### src/rtl/rd_ptr_empty_lvl.sv
// rtl/rd_ptr_empty_lvl.sv - async FIFO read-side pointer, empty/level/almost-empty and error status
module rd_ptr_empty_lvl #(
    parameter int ADDR_WIDTH = 4
) (
    input  logic                  rd_clk_i,
    input  logic                  rd_rstn_i,
    input  logic                  rd_en_i,
    input  logic [ADDR_WIDTH:0]   rq2_wptr_i,
    input  logic [ADDR_WIDTH:0]   ae_thresh_i,
    output logic [ADDR_WIDTH-1:0] rd_addr_o,
    output logic [ADDR_WIDTH:0]   rd_ptr_o,
    output logic [ADDR_WIDTH:0]   rd_count_o,
    output logic                  empty_o,
    output logic                  a_empty_o,
    output logic                  rd_valid_o,
    output logic                  underflow_o,
    output logic                  ptr_err_o
);

    localparam int PW = ADDR_WIDTH + 1;
    localparam logic [PW-1:0] DEPTH_P = {1'b1, {ADDR_WIDTH{1'b0}}};

    logic [PW-1:0] rbin;
    logic [PW-1:0] rbinnext;
    logic [PW-1:0] rgraynext;
    logic [PW-1:0] wbin;
    logic [PW-1:0] lvl;
    logic          rd_acc;
    logic          lvl_over;

    // Accept depends only on registered empty, never on the incoming write pointer
    assign rd_acc    = rd_en_i & ~empty_o;
    assign rbinnext  = rbin + {{ADDR_WIDTH{1'b0}}, rd_acc};
    assign rgraynext = (rbinnext >> 1) ^ rbinnext;
    assign rd_addr_o = rbin[ADDR_WIDTH-1:0];

    always_comb begin
        wbin = '0;
        wbin[PW-1] = rq2_wptr_i[PW-1];
        for (int i = PW - 2; i >= 0; i--) begin
            wbin[i] = wbin[i+1] ^ rq2_wptr_i[i];
        end
    end

    // Read and write movement are folded into one difference, so the count change is net
    assign lvl      = wbin - rbinnext;
    assign lvl_over = (lvl > DEPTH_P);

    always_ff @(posedge rd_clk_i) begin
        if (!rd_rstn_i) begin
            rbin        <= '0;
            rd_ptr_o    <= '0;
            rd_count_o  <= '0;
            empty_o     <= 1'b1;
            a_empty_o   <= 1'b1;
            rd_valid_o  <= 1'b0;
            underflow_o <= 1'b0;
            ptr_err_o   <= 1'b0;
        end else begin
            rbin        <= rbinnext;
            rd_ptr_o    <= rgraynext;
            rd_count_o  <= lvl_over ? DEPTH_P : lvl;
            empty_o     <= (rgraynext == rq2_wptr_i);
            a_empty_o   <= (lvl <= ae_thresh_i);
            rd_valid_o  <= rd_acc;
            underflow_o <= rd_en_i & empty_o;
            ptr_err_o   <= ptr_err_o | lvl_over;
        end
    end

endmodule

### config.mk
export PLATFORM = sky130hd
export DESIGN_NAME = rd_ptr_empty_lvl
export DESIGN_NICKNAME = d
export VERILOG_FILES = /design/src/rtl/rd_ptr_empty_lvl.sv
export SDC_FILE = /design/constraint.sdc
export NUM_CORES = 1
export LEC_CHECK = 0
export BUFFER_PORTS_ARGS = -buffer_cell sky130_fd_sc_hd__buf_2
export CAP_MARGIN = 10
export CORE_MARGIN = 8
export CORE_UTILIZATION = 57
export CTS_BUF_LIST = sky130_fd_sc_hd__clkbuf_8
export DETAILED_ROUTE_END_ITERATION = 6
export PLACE_DENSITY = 0.93
export SETUP_SLACK_MARGIN = 0.3
export SYNTH_ARGS = -nofsm -noshare
export SYNTH_HDL_FRONTEND = slang
export SYNTH_SLANG_ARGS = --single-unit
export TNS_END_PERCENT = 10
### constraint.sdc
create_clock -name rd_clk_i -period 5.16 [get_ports rd_clk_i]
set_clock_uncertainty 0.05 [all_clocks]
set_input_delay 0.258 -clock rd_clk_i [delete_from_list [all_inputs] [get_ports rd_clk_i]]
set_output_delay 0.258 -clock rd_clk_i [all_outputs]
set_load 0.005 [all_outputs]
# Yosys cells after proc, flatten, opt, wreduce, memory -nomap -nowiden
# Cells that the tools add are included.
# op_classes
n_reduce_logical,1
eq_ne,1
add_sub_neg,2
bitwise,10
n_lt_le_gt_ge,2
n_mux,1
# ops
op,count
adder 5 x 1 -> 5 bit,1
== test 5 bit,1
greater-than comparator 5 bit (second input constant),1
<= comparator 5 bit,1
two-way mux 5 bit,1
subtractor 5 bit,1
bitwise XOR 4 x 5 -> 5 bit,1
bitwise XOR 1 bit,4
AND 1 bit,2
NOT 1 bit,2
OR reduction 2 bit,1
bitwise OR 1 bit,1
# totals
regBits,20
inputBits,13
out_inout_bits,19

# Logic depth before layout (Yosys ltp)
# Gate-level depths: netlist of run 1.
# depth
word_depth,7
mapped_depth,13
depth_no_buf,13

# Worst setup path after synthesis of run 1
# Ideal clock, no wire load.
# synth_timing
path_type,input -> register
start,input rq2_wptr_i[2]
end,register a_empty_o
n_path_buf,0
cell_stages,12
path_slack_ps,2186
arrival_time_ps,2841
path_cell_list,xnor3_1 -> xor2_1 -> xor2_1 -> ha_1 -> fa_1 -> inv_1 -> ha_1 -> nor2b_1 -> o21a_1 -> o21a_1 -> o21a_1 -> o221ai_1
# synth_via
elab_chain_len,5
# synth_lines
element,line_no,rtl
start: declaration,8,"input logic [ADDR_WIDTH:0] rq2_wptr_i,"
bitwise XOR 1 bit (*) (2 in a row),41,wbin[i] = wbin[i+1] ^ rq2_wptr_i[i];
bitwise XOR 1 bit,41,
subtractor 5 bit (*),46,assign lvl = wbin - rbinnext;
via lvl[1],27,logic [PW-1:0] lvl;
<= comparator 5 bit (*),64,a_empty_o <= (lvl <= ae_thresh_i);
end signal: assignment,64,
end: declaration,14,"output logic a_empty_o,"
# The timed path passes the listed nets; every way through them passes the cells marked *.
# A chain may end at the register's enable or synchronous reset.

# Worst setup path in the final report of run 1
# layout_timing
start,register empty_o
end,register a_empty_o
# layout_via
elab_chain_len,5
# layout_lines
element,line_no,rtl
start: declaration,13,"output logic empty_o,"
start signal: assignment,63,empty_o <= (rgraynext == rq2_wptr_i);
NOT 1 bit,32,assign rd_acc = rd_en_i & ~empty_o;
AND 1 bit,32,
via rd_acc,28,logic rd_acc;
adder 5 x 1 -> 5 bit,33,"assign rbinnext = rbin + {{ADDR_WIDTH{1'b0}}, rd_acc};"
subtractor 5 bit,46,
via lvl[3],27,
<= comparator 5 bit,64,
# The timed path passes the listed nets, and every way through them passes these cells.

==> results by group, run 1 <==
STA
  – Post-route setup TNS: 0 ns
  – WHS: around 0.19 ns
  – Unrepaired setup endpoints after global routing: false
  – Maximum clock rate: 308 MHz
  – Pins over their slew limit: 0
  – Final Hold Vio Count: 0
  – Rel. slew slack: 0.665
  – # setup viols final: 0
  – Crit path time final: 3.24 ns
  – Slew at the pin closest to its max-slew limit: 0.500 ns
  – Part of the cycle the worst path needs: 0.629

GRT
  – Initial antenna violation count: 0
  – First-pass GRT wire length: 3680 um
  – Grt total ovfl: 0
  – Largest net degree at the start of global routing: 20
  – Vias in the first global route: 885
  – All-Layer GR Usage: 0.138

Hold path
  – Worst hold path class: in2reg
  – Worst Hold Depth: 3

Synthesis
  – Cells after Synth: 109
  – Synthesized area per cell: approximately 10 um2
  – Mapped Nets: 134
  – Cell Area, Synth: 1120 um2
  – Post-synthesis cell type count: 34
  – Synth warnings: 0
  – Register area share after synthesis: 0.341
  – #FFs+latches synth: 19

Worst setup path
  – Worst path slowest cell: xor2_1
  – Setup crit end kind: flop
  – Critical path class: reg2reg
  – Critical-path cell list: nor2b_1, ha_1, ha_1, xor2_1, inv_1, ha_1, a21oi_1, o21ai_0, xnor2_1, ha_1, o21a_1, o21a_1, o221ai_1
  – CP dominant cell by count: ha_1
  – Worst path required time: roughly 5.3 ns
  – Reg2Reg Depth: 13
  – Highest cell delay on the worst timing path: 0.39 ns
  – Max FO, Critical Path: 5
  – Crit path DAT: 3.38 ns
  – Setup crit start kind: flop

Finish
  – Number of diodes: 0
  – Final core utilization: 0.707
  – Final layout net count: around 170
  – Share of cells above drive strength 1: 0.275
  – Layout Area Growth over Synthesis: 20.4%
  – Cell Count, Final, Fillers Out: 169

Floorplan
  – Core area: 1900 um2
  – Row Count: 16
  – Die W: about 60 um
  – Die Footprint: ~3600 um2
  – Die height: 60.3 um
  – Initial Utilization: 0.587
  – I/O Pins: 32

Power and ir drop
  – PD cells: 298 nW/um2
  – Clock Power Share: 0.252
  – Sw Ratio: 0.303
  – Peak supply drop: between 0.2 and 0.25 mV
  – Pint: 0.000279 W
  – Register share of total power: 0.409
  – Leak: 0.692 nW
  – P_sw: approximately 0.00012 W
  – Comb pwr share: 0.339

Drt
  – DRT iter0 DRCs: 16
  – First-pass iteration count of the detailed router: 4
  – Post-DRT Antenna Nets: 0
  – Vias: 852
  – WL/cell: ~14 um
  – # DRC: 0
  – Vias per inst: 5.04
  – Routed wire length: 2330 um

Place
  – Final Wtd Congestion: 0.887
  – DP Cell Count: 165
  – PortBufs: 31
  – Hpwl dp: approximately 1900 um

Flow run
  – Max cap viols: 0

Clock network
  – CTS H-tree depth: 1
  – Root buffer cell: clkbuf_8
  – Clock Sinks: 19
  – # Post-CTS Setup Buffers: 0
  – Max clock buf depth: 2
  – CTS-repair resized insts: 0
  – Total CTS buffers: 3
  – CTS tree: yes
  – Cts hold-fix bufs: 0
  – Clk pin slew, worst setup/hold paths: 0.07 ns
  – Skew-Pair Late Insertion Delay: 0.26 ns

Outcome
  – Status: complete, no violations
-- placed cells by master, fill, tap and decap left out, types with 3 or more instances in the layout --
master    count
nand3_1       3
dfxtp_1      19
clkbuf_8      3
nand2_1       4
and2_1        7
xnor2_1       4
and3_1        3
xor2_1       10
nor2b_1       6
buf_2        31
o21a_1        3
inv_1        10
ha_1         11
nor3b_1       3
-- worst paths after layout --
kind	startpoint	endpoint	slack [ns]
setup / recovery	empty_o	a_empty_o	1.92
hold / removal	rd_en_i	rd_valid_o	0.19
hold reg to reg	empty_o	rd_valid_o	0.42
setup reg to reg	empty_o	a_empty_o	1.92
-- power by group through the flow --
stage	Sequential, W	Combinational, W	Clock (W)
2_1_floorplan	0.000169	0.0000913	0
3_3_place_gp	0.000167	0.000127	0
3_5_place_dp	0.000167	0.000136	0
4_1_cts	0.000164	0.000137	0.000104
5_1_grt	0.000165	0.000150	0.000110
6_report	0.000164	0.000136	0.000101
-- worst max-delay path, delay by kind of cell, from the launching register on --
family                     cells  cell delay (ns)
AOI/OAI and AO/OA              5             0.72
xor gates and xnor gates       2             0.68
adders and majority gates      4             1.08
buffers and inverters          1             0.16
DFF                            1             0.33
and+or+nand+nor                1             0.15
-- flip-flops by register name, indices dropped and copies added, names as in the netlist --
name         count
rd_count_o       5
a_empty_o        1
underflow_o      1
rd_ptr_o         5
rd_valid_o       1
ptr_err_o        1
empty_o          1
rbin             4
-- routing by layer --
metal | part of all wire | up-vias | wire length [um] | global-route usage
met3 | 0.062 | 4 | 144 | 0.0280
met1 | 0.39 | 390 | 912 | 0.128
met4 | 0.019 | 0 | 44 | 0.105
met5 | 0 | - | 0 | 0
li1 | - | 433 | - | -
met2 | 0.53 | 25 | 1230 | 0.256
-- cell families after synthesis --
| kind of cell | count (synthesis) | share of synthesized area |
|---|---|---|
| fa+ha+maj | 12 | 0.141 |
| buf+inv | 12 | 0.0404 |
| simple gates | 34 | 0.187 |
| mux | 1 | 0.00897 |
| xor+xnor | 19 | 0.201 |
| flops | 19 | 0.341 |
| compound gates | 12 | 0.0807 |
-- area by class of cell --
type,count,area (um2)
multi-input cells,78,691
fillers,135,558
flip-flops and latches,19,380
repair buffers,31,155
clock buffers,3,41.3
inverters,10,37.5
well taps,27,33.8
clock inverters,1,5.00
-- metrics by stage --
step / setup slack (ns) / total power [W] / cell area [um2]
2_1_floorplan: 2.19 / 0.000261 / 1120
3_3_place_gp: 1.96 / 0.000294 / 1300
3_5_place_dp: 1.84 / 0.000304 / 1300
4_1_cts: 1.91 / 0.000405 / 1340
5_1_grt: 1.67 / 0.000425 / 1340
6_report: 1.92 / 0.000401 / 1340
-- Yosys cell counts (all sizes together) --
| library cell | n | area share |
|---|---|---|
| nor2b | 6 | 0.034 |
| o21a | 3 | 0.020 |
| o221a | 1 | 0.010 |
| o21ai | 2 | 0.0090 |
| nand2b | 1 | 0.0056 |
| and2b | 1 | 0.0067 |
| fa | 1 | 0.018 |
| nand2 | 4 | 0.013 |
| mux2i | 1 | 0.0090 |
| nor2 | 1 | 0.0034 |
| nand4b | 1 | 0.0078 |
| and3b | 1 | 0.0078 |
| xor3 | 1 | 0.021 |
| a211oi | 1 | 0.0067 |
| xnor2 | 5 | 0.046 |
| o211ai | 1 | 0.0067 |
| nor3 | 1 | 0.0045 |
| dfxtp | 19 | 0.34 |
| or3b | 1 | 0.0078 |
| and2 | 7 | 0.039 |
| clkbuf | 2 | 0.0067 |
| nand3b | 1 | 0.0067 |
| o31ai | 1 | 0.011 |
| ha | 11 | 0.12 |
| inv | 10 | 0.034 |
| a21oi | 2 | 0.0090 |
| xnor3 | 2 | 0.040 |
| and3 | 3 | 0.017 |
| xor2 | 11 | 0.093 |
| nor3b | 3 | 0.020 |
| o221ai | 1 | 0.0078 |
| nand3 | 3 | 0.013 |
Note: power is estimated with default switching activity, not from simulation.
==> run 2: changes to the inputs <==
--- a/config.mk
+++ b/config.mk
@@ -8,10 +8,10 @@
 export BUFFER_PORTS_ARGS = -buffer_cell sky130_fd_sc_hd__buf_2
 export CAP_MARGIN = 10
 export CORE_MARGIN = 8
-export CORE_UTILIZATION = 57
+export CORE_UTILIZATION = 48
 export CTS_BUF_LIST = sky130_fd_sc_hd__clkbuf_8
 export DETAILED_ROUTE_END_ITERATION = 6
-export PLACE_DENSITY = 0.93
+export PLACE_DENSITY = 0.85
 export SETUP_SLACK_MARGIN = 0.3
 export SYNTH_ARGS = -nofsm -noshare
 export SYNTH_HDL_FRONTEND = slang
==> constraint.sdc (replaced) <==
create_clock -name rd_clk_i -period 2.75 [get_ports rd_clk_i]
set_clock_uncertainty 0.05 [all_clocks]
set_input_delay 0.1375 -clock rd_clk_i [delete_from_list [all_inputs] [get_ports rd_clk_i]]
set_output_delay 0.1375 -clock rd_clk_i [all_outputs]
set_load 0.005 [all_outputs]
==> results by group, run 2 (synthesized netlist as in run 1, its figures left out) <==
Finish
  – Number of diodes: 0
  – Commonest non-fill, non-tap cell in the layout: buf_2
  – Highest-count cells in the layout ignoring fill and taps: buf_2 (31), dfxtp_1 (18), buf_4 (18), inv_1 (10)
  – Layout Area Growth over Synthesis: 38.9%
  – Sequential cell area: 382 um2
  – Final layout net count: 186
  – Largest registers: rd_count_o x5, rd_ptr_o x5, rbin x4
  – Final core utilization: 0.701
  – Multi-input logic area: 761 um2
  – Share of cells above drive strength 1: 0.419
  – Fillers: 145

Clock network
  – Clock Sinks: 19
  – CTS H-tree depth: 1
  – CTS tree: yes
  – Clk pin slew, worst setup/hold paths: 0.06 ns
  – Max clock buf depth: 2
  – Skew-Pair Late Insertion Delay: 0.25 ns
  – Cts hold-fix bufs: 0
  – Total CTS buffers: 3
  – Root buffer cell: clkbuf_8

Outcome
  – Status: complete, no violations

Drt
  – Vias: 921
  – WL/cell: roughly 14 um
  – First-pass iteration count of the detailed router: 4
  – Post-DRT Antenna Nets: 0
  – Vias per inst: between 4 and 5
  – Routed wire length: 2540 um
  – DRT iter0 DRCs: 19
  – # DRC: 0

STA
  – Unrepaired setup endpoints after global routing: true
  – Part of the cycle the worst path needs: 0.964
  – Pins over their slew limit: 0
  – Crit path time final: 2.65 ns
  – Setup slack after layout: between 0.09 and 0.1 ns
  – Slew at the pin closest to its max-slew limit: 0.288 ns
  – # setup viols final: 0
  – Post-route setup TNS: 0 ns
  – Maximum clock rate: 377 MHz
  – Final Hold Vio Count: 0
  – Rel. slew slack: 0.807

Floorplan
  – I/O Pins: 32
  – Row Count: 17
  – Core area: 2210 um2
  – Die Footprint: roughly 4100 um2
  – Initial Utilization: 0.505
  – Die W: 64.2 um
  – Die height: 64.2 um

Power and ir drop
  – PD cells: 533 nW/um2
  – Tot Pwr: a little over 0.0008 W
  – Peak supply drop: 0.346 mV
  – Leak: just under 0.8 nW

Flow run
  – Max cap viols: 0

Worst setup path
  – CP dominant cell by count: o21a_1
  – Worst path slowest cell: fa_1
  – Critical path class: in2reg
  – Worst r2r src: empty_o
  – Max FO, Critical Path: 2
  – Crit path DAT: between 2 and 3 ns
  – Highest cell delay on the worst timing path: roughly 0.49 ns
  – R2R Path End: a_empty_o
  – R2R Setup Slk: 0.11 ns
  – Crit path max-delay family: adder cells
  – CP bufs+invs: 2
  – Critical-path cell list: buf_2, xnor3_2, xor2_2, xor2_2, ha_4, fa_1, inv_1, ha_1, nor2b_1, o21a_1, o21a_1, o21a_1, o221ai_2
  – Reg2Reg Depth: 11
  – Setup crit end kind: flop
  – Worst path required time: roughly 2.9 ns
  – Setup crit start kind: input pin

GRT
  – First-pass GRT wire length: 4230 um
  – Grt total ovfl: 0
  – Initial antenna violation count: 0
  – Vias in the first global route: 962
  – Largest net degree at the start of global routing: 20
  – All-Layer GR Usage: 0.128

Hold path
  – Worst Hold Depth: 3
  – Hold Crit Start: rd_en_i
  – Hold path endpoint: rd_valid_o
  – Worst hold path class: in2reg

Place
  – PortBufs: 31
  – Post-Place Worst Slack: -0.232 ns
  – Final Wtd Congestion: 0.962
  – Hpwl dp: 2050 um
==> run 2: cell count changes in the layout (fill, tap and decap cells not counted), moves of 3 or more <==
cell,previous run,this run
xor2_1,10,7
xor2_2,1,4
ha_4,0,3
buf_4,0,18
ha_1,11,7
==> run 2: metrics by stage <==
step / area [um2] / hold WS (ns) / std cells
floorplan: 1130 / 0.201 / 109
global placement: 1430 / 0.321 / 181
detailed placement: 1430 / 0.333 / 181
CTS: 1550 / 0.0735 / 188
global route: 1550 / 0.113 / 188
finish: 1550 / 0.0854 / 188
==> run 2: final cells by class <==
type                       count  area share
multi-input combinational     78       0.491
sequential                    19       0.246
timing repair buffer          49       0.187
clock buffer                   3      0.0266
inverter                      10      0.0242
tap                           28      0.0226
clock inverter                 1     0.00242
==> run 2: power breakdown <==
part | leakage, nW | switching (W) | internal [W] | total (W)
clock | 0.0269 | 0.0000832 | 0.0000991 | 0.000182
combinational | 0.595 | 0.000151 | 0.000186 | 0.000336
sequential | 0.156 | 0.00000805 | 0.000300 | 0.000308
total | 0.777 | 0.000242 | 0.000585 | 0.000827
==> run 2: per-layer routing <==
metal | up-vias | global-route usage | routed length, um
li1 | 463 | - | -
met5 | - | 0 | 0
met4 | 0 | 0.109 | 137
met1 | 418 | 0.135 | 952
met2 | 29 | 0.216 | 1290
met3 | 11 | 0.0226 | 160
==> run 2: what timing repair did <==
item                                    in CTS  in global routing
resized for setup                           11                  0
buffers inserted                             3                  0
endpoints found under the setup margin       1                  1
pin swaps                                    5                  2
==> run 2: how the worst max path moves through the flow <==
stage                      to  cells after the start  slack (ns)     startpoint
CTS                 a_empty_o                     13        0.12  rq2_wptr_i[2]
detailed placement  a_empty_o                     13       -0.23  rq2_wptr_i[2]
finish              a_empty_o                     13         0.1  rq2_wptr_i[2]
global route        a_empty_o                     13        0.02  rq2_wptr_i[2]
global placement    a_empty_o                     13       -0.13  rq2_wptr_i[2]
floorplan           a_empty_o                     12       -0.05  rq2_wptr_i[2]
==> run 2: worst min-delay path: cells and delay by family <==
family                 cells  cell delay, ns
and+or+nand+nor            2            0.10
buffers and inverters      1            0.11
